**src/rtl/load_store_unit_pkg.sv**
```systemverilog
// Shared definitions for the RV32I memory-stage load/store unit:
// access encodings, FSM states and the access legality rule.
package load_store_unit_pkg;

  localparam int unsigned XLEN = 32;

  localparam logic [2:0] F3_B  = 3'b000;
  localparam logic [2:0] F3_H  = 3'b001;
  localparam logic [2:0] F3_W  = 3'b010;
  localparam logic [2:0] F3_BU = 3'b100;
  localparam logic [2:0] F3_HU = 3'b101;

  typedef enum logic [1:0] {
    ST_IDLE = 2'b00,
    ST_BUSY = 2'b01,
    ST_DONE = 2'b10
  } lsu_state_t;

  // Alignment and encoding check; unsigned sizes exist only for loads.
  function automatic logic access_legal(input logic       is_store,
                                        input logic [2:0] f3,
                                        input logic [1:0] lo);
    logic ok;
    ok = 1'b0;
    case (f3)
      F3_B:    ok = 1'b1;
      F3_BU:   ok = !is_store;
      F3_H:    ok = !lo[0];
      F3_HU:   ok = !is_store && !lo[0];
      F3_W:    ok = (lo == 2'b00);
      default: ok = 1'b0;
    endcase
    return ok;
  endfunction

endpackage

```
**src/rtl/lsu_lane_fmt.sv**
```systemverilog
// Combinational byte-lane logic: store data/enable formatting and
// load extraction with sign or zero extension.
module lsu_lane_fmt
  import load_store_unit_pkg::*;
(
  input  logic [2:0]      i_st_f3,
  input  logic [1:0]      i_st_lo,
  input  logic [XLEN-1:0] i_st_data,
  output logic [3:0]      o_st_be,
  output logic [XLEN-1:0] o_st_wdata,
  input  logic [2:0]      i_ld_f3,
  input  logic [1:0]      i_ld_lo,
  input  logic [XLEN-1:0] i_ld_word,
  output logic [XLEN-1:0] o_ld_data
);

  logic [XLEN-1:0] w_shifted;

  // Store formatting keyed on access size only (f3[1:0]).
  always_comb begin
    o_st_be    = 4'b1111;
    o_st_wdata = i_st_data;
    case (i_st_f3[1:0])
      2'b00: begin
        o_st_be    = 4'b0001 << i_st_lo;
        o_st_wdata = {4{i_st_data[7:0]}};
      end
      2'b01: begin
        o_st_be    = 4'b0011 << i_st_lo;
        o_st_wdata = {2{i_st_data[15:0]}};
      end
      default: begin
        o_st_be    = 4'b1111;
        o_st_wdata = i_st_data;
      end
    endcase
  end

  // Bring the addressed lane down to bit 0, then extend.
  always_comb begin
    w_shifted = i_ld_word >> {i_ld_lo, 3'b000};
    case (i_ld_f3)
      F3_B:    o_ld_data = {{24{w_shifted[7]}}, w_shifted[7:0]};
      F3_BU:   o_ld_data = {24'h000000, w_shifted[7:0]};
      F3_H:    o_ld_data = {{16{w_shifted[15]}}, w_shifted[15:0]};
      F3_HU:   o_ld_data = {16'h0000, w_shifted[15:0]};
      default: o_ld_data = w_shifted;
    endcase
  end

endmodule

```
**src/rtl/load_store_unit.sv**
```systemverilog
// Memory-stage load/store unit: accepts one access in IDLE, runs a
// request/acknowledge bus transaction, and stalls the pipeline until done.
module load_store_unit
  import load_store_unit_pkg::*;
(
  input  logic            clk,
  input  logic            rst,
  input  logic            MemRW,
  input  logic            MemRd,
  input  logic [2:0]      fund3,
  input  logic [XLEN-1:0] addr,
  input  logic [XLEN-1:0] wdata,
  output logic            stall,
  output logic [XLEN-1:0] rdata,
  output logic            err,
  output logic            mem_req,
  output logic            mem_we,
  output logic [XLEN-1:0] mem_addr,
  output logic [3:0]      mem_be,
  output logic [XLEN-1:0] mem_wdata,
  input  logic            mem_ack,
  input  logic [XLEN-1:0] mem_rdata
);

  lsu_state_t      r_state;
  lsu_state_t      w_next;
  logic            w_access;
  logic            w_legal;
  logic            w_start;
  logic [3:0]      w_st_be;
  logic [XLEN-1:0] w_st_wdata;
  logic [XLEN-1:0] w_ld_data;
  logic [2:0]      r_f3;
  logic [1:0]      r_lo;
  logic [XLEN-1:0] r_rdata;

  // A simultaneous store and load request is treated as a store.
  assign w_access = MemRW | MemRd;
  assign w_legal  = access_legal(MemRW, fund3, addr[1:0]);

  lsu_lane_fmt u_lane_fmt (
    .i_st_f3    (fund3),
    .i_st_lo    (addr[1:0]),
    .i_st_data  (wdata),
    .o_st_be    (w_st_be),
    .o_st_wdata (w_st_wdata),
    .i_ld_f3    (r_f3),
    .i_ld_lo    (r_lo),
    .i_ld_word  (mem_rdata),
    .o_ld_data  (w_ld_data)
  );

  always_comb begin
    w_next  = r_state;
    stall   = 1'b0;
    err     = 1'b0;
    w_start = 1'b0;
    case (r_state)
      ST_IDLE: begin
        if (w_access && w_legal) begin
          stall   = 1'b1;
          w_start = 1'b1;
          w_next  = ST_BUSY;
        end else if (w_access) begin
          err = 1'b1;
        end else begin
          w_next = ST_IDLE;
        end
      end
      ST_BUSY: begin
        stall = 1'b1;
        if (mem_ack) begin
          w_next = ST_DONE;
        end else begin
          w_next = ST_BUSY;
        end
      end
      ST_DONE: w_next = ST_IDLE;
      default: w_next = ST_IDLE;
    endcase
  end

  always_ff @(posedge clk or posedge rst) begin
    if (rst) begin
      r_state   <= ST_IDLE;
      mem_req   <= 1'b0;
      mem_we    <= 1'b0;
      mem_be    <= 4'b0000;
      mem_addr  <= '0;
      mem_wdata <= '0;
      r_f3      <= 3'b000;
      r_lo      <= 2'b00;
      r_rdata   <= '0;
    end else begin
      r_state <= w_next;
      mem_req <= (w_next == ST_BUSY);
      if (w_start) begin
        mem_we    <= MemRW;
        mem_be    <= w_st_be;
        mem_addr  <= {addr[XLEN-1:2], 2'b00};
        mem_wdata <= w_st_wdata;
        r_f3      <= fund3;
        r_lo      <= addr[1:0];
      end
      // Stores leave the previous load result in place.
      if (r_state == ST_BUSY && mem_ack && !mem_we) begin
        r_rdata <= w_ld_data;
      end
    end
  end

  assign rdata = err ? '0 : r_rdata;

endmodule

```
**config.mk**
```make
export PLATFORM = sky130hd
export DESIGN_NAME = load_store_unit
export DESIGN_NICKNAME = d
export VERILOG_FILES = /design/src/rtl/load_store_unit_pkg.sv /design/src/rtl/lsu_lane_fmt.sv /design/src/rtl/load_store_unit.sv
export SDC_FILE = /design/constraint.sdc
export NUM_CORES = 1
export LEC_CHECK = 0
export ABC_AREA = 1
export ABC_CLOCK_PERIOD_IN_PS = 3500
export CORE_MARGIN = 4
export CORE_UTILIZATION = 45
export DETAILED_ROUTE_END_ITERATION = 10
export GPL_ROUTABILITY_DRIVEN = 0
export GPL_TIMING_DRIVEN = 0
export PLACE_DENSITY = 0.86
export SLEW_MARGIN = 20
export SYNTH_ARGS = -nofsm -noshare
export SYNTH_HDL_FRONTEND = slang
export SYNTH_HIERARCHICAL = 1
export SYNTH_SLANG_ARGS = --single-unit
```
**constraint.sdc**
```tcl
create_clock -name clk -period 3.5 [get_ports clk]
set_input_delay 0.35 -clock clk [delete_from_list [all_inputs] [get_ports clk]]
set_output_delay 0.35 -clock clk [all_outputs]
set_load 0.02 [all_outputs]
```
==> results.md <==
* Critical R2R Capture: r_rdata[22]$_DFFE_PP0P_
* Fin area at 8460 µm²
* Max-Cap Viols at 0
* Clock transition at path regs at ~0.07 ns
* Top post-synthesis cells by area: dfrtp_1 46%, nand2_1 21%, nand3_1 8.8%
* Clock Tree Buf Depth at 2
* Hold Buf Count CTS at 0
* Vias in the first global route at 5851
* Die X at 122 µm
* CP max FO at 10
* Avg Inst Size Synth at about 7.3 µm²
* Worst min path class: in2async
* Hold_ws at 0.409 ns
* Htree depth at 3
* Post-DP HPWL at 13800 µm
* Area grow syn2layout at 44.3%
* Final Skew at 0.00772 ns
* Data required, critical path at 3.15 ns
* Area after DPL at 8160 µm²
* DRC viols at 0
* Antenna-violating nets left at 0
* Ant diodes at 0
* CTS Buf Count at 9
* Final Hold Viols at 0
* Synthesized cell area at approximately 6000 µm²
* CTS tree: done
* GRT Overall Usage at between 20% and 30%
* Fraction of registers with async set or reset after synthesis at 100%
* Tmin final at 2.75 ns
* DR WL/cell at between 10 and 15 µm
* Filler cell count at between 1000 and 1500
* # Post-CTS Setup Buffers at 0
* Initial DRT Pass Iterations at 7
* Drt total wl at 17900 µm
* Post-CTS sizing at 0
* Synth warn at 6
* Endpoints failing setup at 0
* Storage cell area at 2680 µm²
* Nets at 1126
* Overflow after GRT at 0
* GR Util met2 at 38.8%
* Multi-input logic area at 2410 µm²
* Final WS setup at roughly 0.75 ns
* Global-route wire length before repair at approximately 29000 µm
* FF-to-FF path depth at 7
* Status: complete, no violations
* Initial antenna violation count at 0
* Worst VDD drop at between 0.0003 and 0.0004 V
* Yosys cell types at 24
* R2R Path Start: r_lo[0]$_DFFE_PP0P_
* Met1 usage at 30.7%
* Commonest non-fill, non-tap cell in the layout: nand2_1
* RSZ-0062 raised after global routing: no
* DIE AREA at 14900 µm²
* Largest net degree at the start of global routing at 57
* Layout cells sized above 1 at 8.19%
* Worst skew pair latency at 0.34 ns
* CTS Sinks at 107
* Prevailing post-synth register cell: dfrtp_1
* Yosys top cell area share at approximately 46%
* Fin crit share at 78.7%
* Number of synthesized flops with an enable pin at 0
* Place WS at 0.764 ns
* Port buffer count at 205
* Kind of critical path: in2out
* GRT met3 Usage at 9.52%
* TNS Setup at 0 ns
* Seq/Total Area, Yosys at 45.7%
* Commonest cells after routing, fill and taps aside: 324 x nand2_1, 205 x clkdlybuf4s50_1, 107 x dfrtp_1, 103 x nand3_1, 87 x inv_1
* Max-slew violation count at 0
* Routed vias at 5992
* Worst setup path startpoint: fund3[0]
* Cell taking the most area after synthesis: dfrtp_1
* Cells after synthesis at 804
* CORE AREA at 12700 µm²
* Crit path to: stall
* GRT busiest layer: met2
* Critical Path AT at 2.40 ns
* Initial Util at 46.2%
* Peak Freq at approximately 0.36 GHz
* Die Span Y at 122 µm
* Power per cell area at between 700 and 800 nW/µm²
* Detailed-route vias per instance at 5.00
* Leakage power at between 4 and 5 nW
* Reg2Reg Setup Slack at 1.92 ns
* CP Capture Type: primary output
* CP startpoint kind: input pin
* Row count at 41
* DRT iter0 DRCs at 450
* Root Buffer: clkbuf_16
* Io pins at 208
* #FFs+latches synth at 107
==> worst min-delay path by stage <==
stage | startpoint | end | slack [ns]
detailed placement | mem_addr[26]$_DFFE_PP0P_ | mem_addr[26]$_DFFE_PP0P_ | 0.46
global route | rst | r_rdata[5]$_DFFE_PP0P_ | 0.45
global placement | mem_be[2]$_DFFE_PP0P_ | mem_be[2]$_DFFE_PP0P_ | 0.45
finish | rst | r_rdata[4]$_DFFE_PP0P_ | 0.41
floorplan | r_rdata[0]$_DFFE_PP0P_ | r_rdata[0]$_DFFE_PP0P_ | 0.45
CTS | rst | r_rdata[4]$_DFFE_PP0P_ | 0.43
==> per-stage QoR <==
step	cells	power (mW)	utilization (%)
5_1_grt	1198	6.40	66.7
3_3_place_gp	1182	4.90	64.2
2_1_floorplan	805	3.65	-
3_5_place_dp	1183	4.97	64.4
4_1_cts	1198	6.01	66.7
6_report	1198	5.98	66.7
==> layout make-up <==
cell class              count  share of cell area (%)
plain buffers              60                    5.09
clock buffers              10                    2.83
clock inverters             5                   0.636
inverters                  90                    4.08
multi-input cells         548                    28.6
flip-flops and latches    107                    31.7
well taps                 172                    2.55
repair buffers            206                    24.6
==> power by group <==
group | internal (mW) | switching [mW] | total [mW]
Combinational | 1.32 | 1.67 | 2.99
Clock | 0.568 | 0.451 | 1.02
Sequential | 1.69 | 0.276 | 1.97
Total | 3.59 | 2.39 | 5.98
==> critical path, stage by stage <==
cell and delay (ns):
clkdlybuf4s50_1 0.61, nor2_2 0.22, nand2_1 0.06, nand2_1 0.05
nand3_1 0.11, buf_6 0.19, buf_6 0.14, nand2_1 0.05
clkdlybuf4s50_1 0.61
==> routing by layer <==
metal / up-vias / part of all wire (%)
li1: 2926 / -
met1: 2747 / 40
met2: 286 / 46
met3: 33 / 12
met4: 0 / 2.2
met5: - / 0
==> state kept, by name, summed over array words and instances (netlist names) <==
register and count:
mem_addr 30, r_rdata 32, mem_wdata 32, mem_be 4, mem_req 1, r_state 2
r_lo 2, r_f3 3, mem_we 1
==> cell usage after synthesis, types with 2 or more instances <==
cell,n
a21oi_1,18
buf_2,14
buf_4,19
buf_6,15
clkbuf_1,11
dfrtp_1,107
inv_1,88
nand2_1,324
nand2_2,2
nand3_1,103
nand3_2,8
nand3_4,2
nor2_1,17
nor2_2,2
o211ai_1,7
o21ai_0,47
o21ai_1,13
==> kinds of logic (layout without fill, tap and decap cells) <==
logic type	after synthesis	count (layout)	share of synthesized area [%]
other	1	2	0.0640
DFF	107	107	45.7
buffers and inverters	150	371	13.2
AOI/OAI and AO/OA	85	85	7.56
and+or+nand+nor	461	461	33.5
Note: power is estimated with default switching activity, not from simulation.
==> RTL edit, RTL diff (same flow settings) <==
Re-encode `lsu_state_t` (3 states) as one-hot, 3 bits wide.
--- a/src/rtl/load_store_unit_pkg.sv
+++ b/src/rtl/load_store_unit_pkg.sv
@@ -11,8 +11,8 @@
   localparam logic [2:0] F3_HU = 3'b101;
 
-  typedef enum logic [1:0] {
-    ST_IDLE = 2'b00,
-    ST_BUSY = 2'b01,
-    ST_DONE = 2'b10
+  typedef enum logic [2:0] {
+    ST_IDLE = 3'b001,
+    ST_BUSY = 3'b010,
+    ST_DONE = 3'b100
   } lsu_state_t;
 
Check against the original RTL: same outputs for any inputs over 10 cycles, from zero or initial values and one cycle with rst high; not proved beyond that.
==> RTL edit against the unedited design <==
Hold slack got worse by 0.021 ns; setup slack worse by 0.33 ns; die area fell by 0.84%; total power is 1.6% lower; synthesized area decreased by 0.90%; wire length rose by 2.8%; design area is 0.56% lower; sequential cell count grew 1; sequential share of layout area rose by 0.49 points; combinational power down 3%; fmax is 11% lower; core utilization decreased by 0.11 points.
==> RTL edit: results (changes against the unedited design) <==
| Metric | Value |
|---|---|
| Run status | finished, final reports clean |
| Top cells by area, synth | dfrtp_1, nand2_1, nand3_1 |
| Clk_lat worst skew | 0.35 ns |
| Clk buf depth | 2 (unchanged) |
| Number of diodes | 0 (unchanged) |
| Worst slack, placed | 0.460 ns (-0.304 ns) |
| Via count | 6010 (+0.30%) |
| Fraction of layout cells with a size suffix above 1 | 8.37% (+0.19 points) |
| Port buffer count | 205 (unchanged) |
| First-pass DRT Iterations | 6 (-1) |
| Initial antenna violation count | 0 (unchanged) |
| Data arrival, critical path | 2.73 ns (+0.33 ns) |
| CTS H-tree lvls | 3 (unchanged) |
| Number of DRC markers in iteration 0 | 515 (+14%) |
| Worst-path clk slew | 0.07 ns (about the same) |
| Fill cells | 1085 (-1.4%) |
| Global-route wire length before repair | 29400 um (+2.7%) |
| Netlist cell types | 25 (+4.2%) |
| Synth warn | 6 (unchanged) |
| HP Class | input pin to asynchronous set/reset pin |
| TritonCTS Buffers | 9 (unchanged) |
| Top flop regs | mem_wdata x32, r_rdata x32, mem_addr x30 |
| Detail Placement HPWL | 14100 um (+2.1%) |
| Largest net degree at the start of global routing | 64 (+12%) |
| Per-cell routed wire length | 15.4 um (+2.8%) |
| CTS root buf | clkbuf_16 |
| Net count, final | 1126 (unchanged) |
| Post-Route Skew | 0.00707 ns (-0.000657 ns) |
| Critical path fanouts, max | 10 (unchanged) |
| VDD IR-drop max | 461 uV (+23%) |
| DRT Wirelength | 18500 um (+2.8%) |
| CTS resizes | 0 (unchanged) |
| Gr usage total | 25.2% (+0.84 points) |
| Register area share after synthesis | 46.6% (+0.87 points) |
| Commonest cells post-synth | nand2_1, dfrtp_1, nand3_1 |
| Post-CTS Setup Inserts | 0 (unchanged) |
| Share of synthesized flip-flops with an asynchronous set or reset | 100% (unchanged) |
| Leakage | 4.27 nW (-3.4%) |
RTL edit: final cells by class:
type                            count  area, um2  area share [%]
Tap cell                          172        215            2.56
Buffer                             60        389            4.63
Sequential cell                   108       2700            32.2
Clock buffer                       12        267            3.17
Inverter                           58        225            2.68
Multi-Input combinational cell    579       2500            29.7
Timing Repair Buffer              206       2080            24.7
Clock inverter                      4       31.3           0.372
RTL edit: critical path, cell delays in order:
cell	delay (ns)
clkdlybuf4s50_1	0.70
nand2_1	0.09
nand3_1	0.09
nand2_1	0.07
buf_2	0.21
nor2_4	0.25
buf_2	0.31
nor2_1	0.07
clkdlybuf4s50_1	0.57
RTL edit: report_power, final:
part / switching, mW / total [mW] / internal, mW
Clock: 0.464 / 1.01 / 0.546
Combinational: 1.62 / 2.89 / 1.27
Sequential: 0.282 / 1.98 / 1.70
RTL edit: final timing paths:
check | cells past startpoint | end | slack (ns) | startpoint
hold / removal | 2 | r_rdata[22] | 0.39 | rst
setup reg to reg | 7 | mem_addr[24] | 1.85 | r_state[0]
max in group asynchronous | 3 | r_state[0] | 2.43 | rst
min in group clk | 2 | mem_wdata[1] | 0.47 | mem_wdata[1]
setup / recovery | 9 | rdata[10] | 0.42 | fund3[0]
hold reg to reg | 2 | mem_wdata[1] | 0.47 | mem_wdata[1]
RTL edit: cells by family after synthesis:
| kind of cell | Yosys count | synth area share, % |
|---|---|---|
| buffers and inverters | 118 | 10.5 |
| and+or+nand+nor | 525 | 38.1 |
| other | 1 | 0.0646 |
| DFF | 108 | 46.6 |
| AOI/OAI and AO/OA | 52 | 4.78 |
RTL edit: metal layers:
layer  GRT usage (%)  vias up  share of wire (%)
met5               0        -                  0
met2            42.8      282                 48
met3            7.85       41                9.9
met4            9.66        0                3.0
li1                -     2929                  -
met1            30.0     2758                 39
RTL edit: through the flow:
| step | cell area, um2 | util [%] | instances |
|---|---|---|---|
| floorplan | 5810 | - | 805 |
| global placement | 8080 | 64.0 | 1182 |
| detailed placement | 8110 | 64.3 | 1183 |
| CTS | 8410 | 66.6 | 1199 |
| global route | 8410 | 66.6 | 1199 |
| finish | 8410 | 66.6 | 1199 |
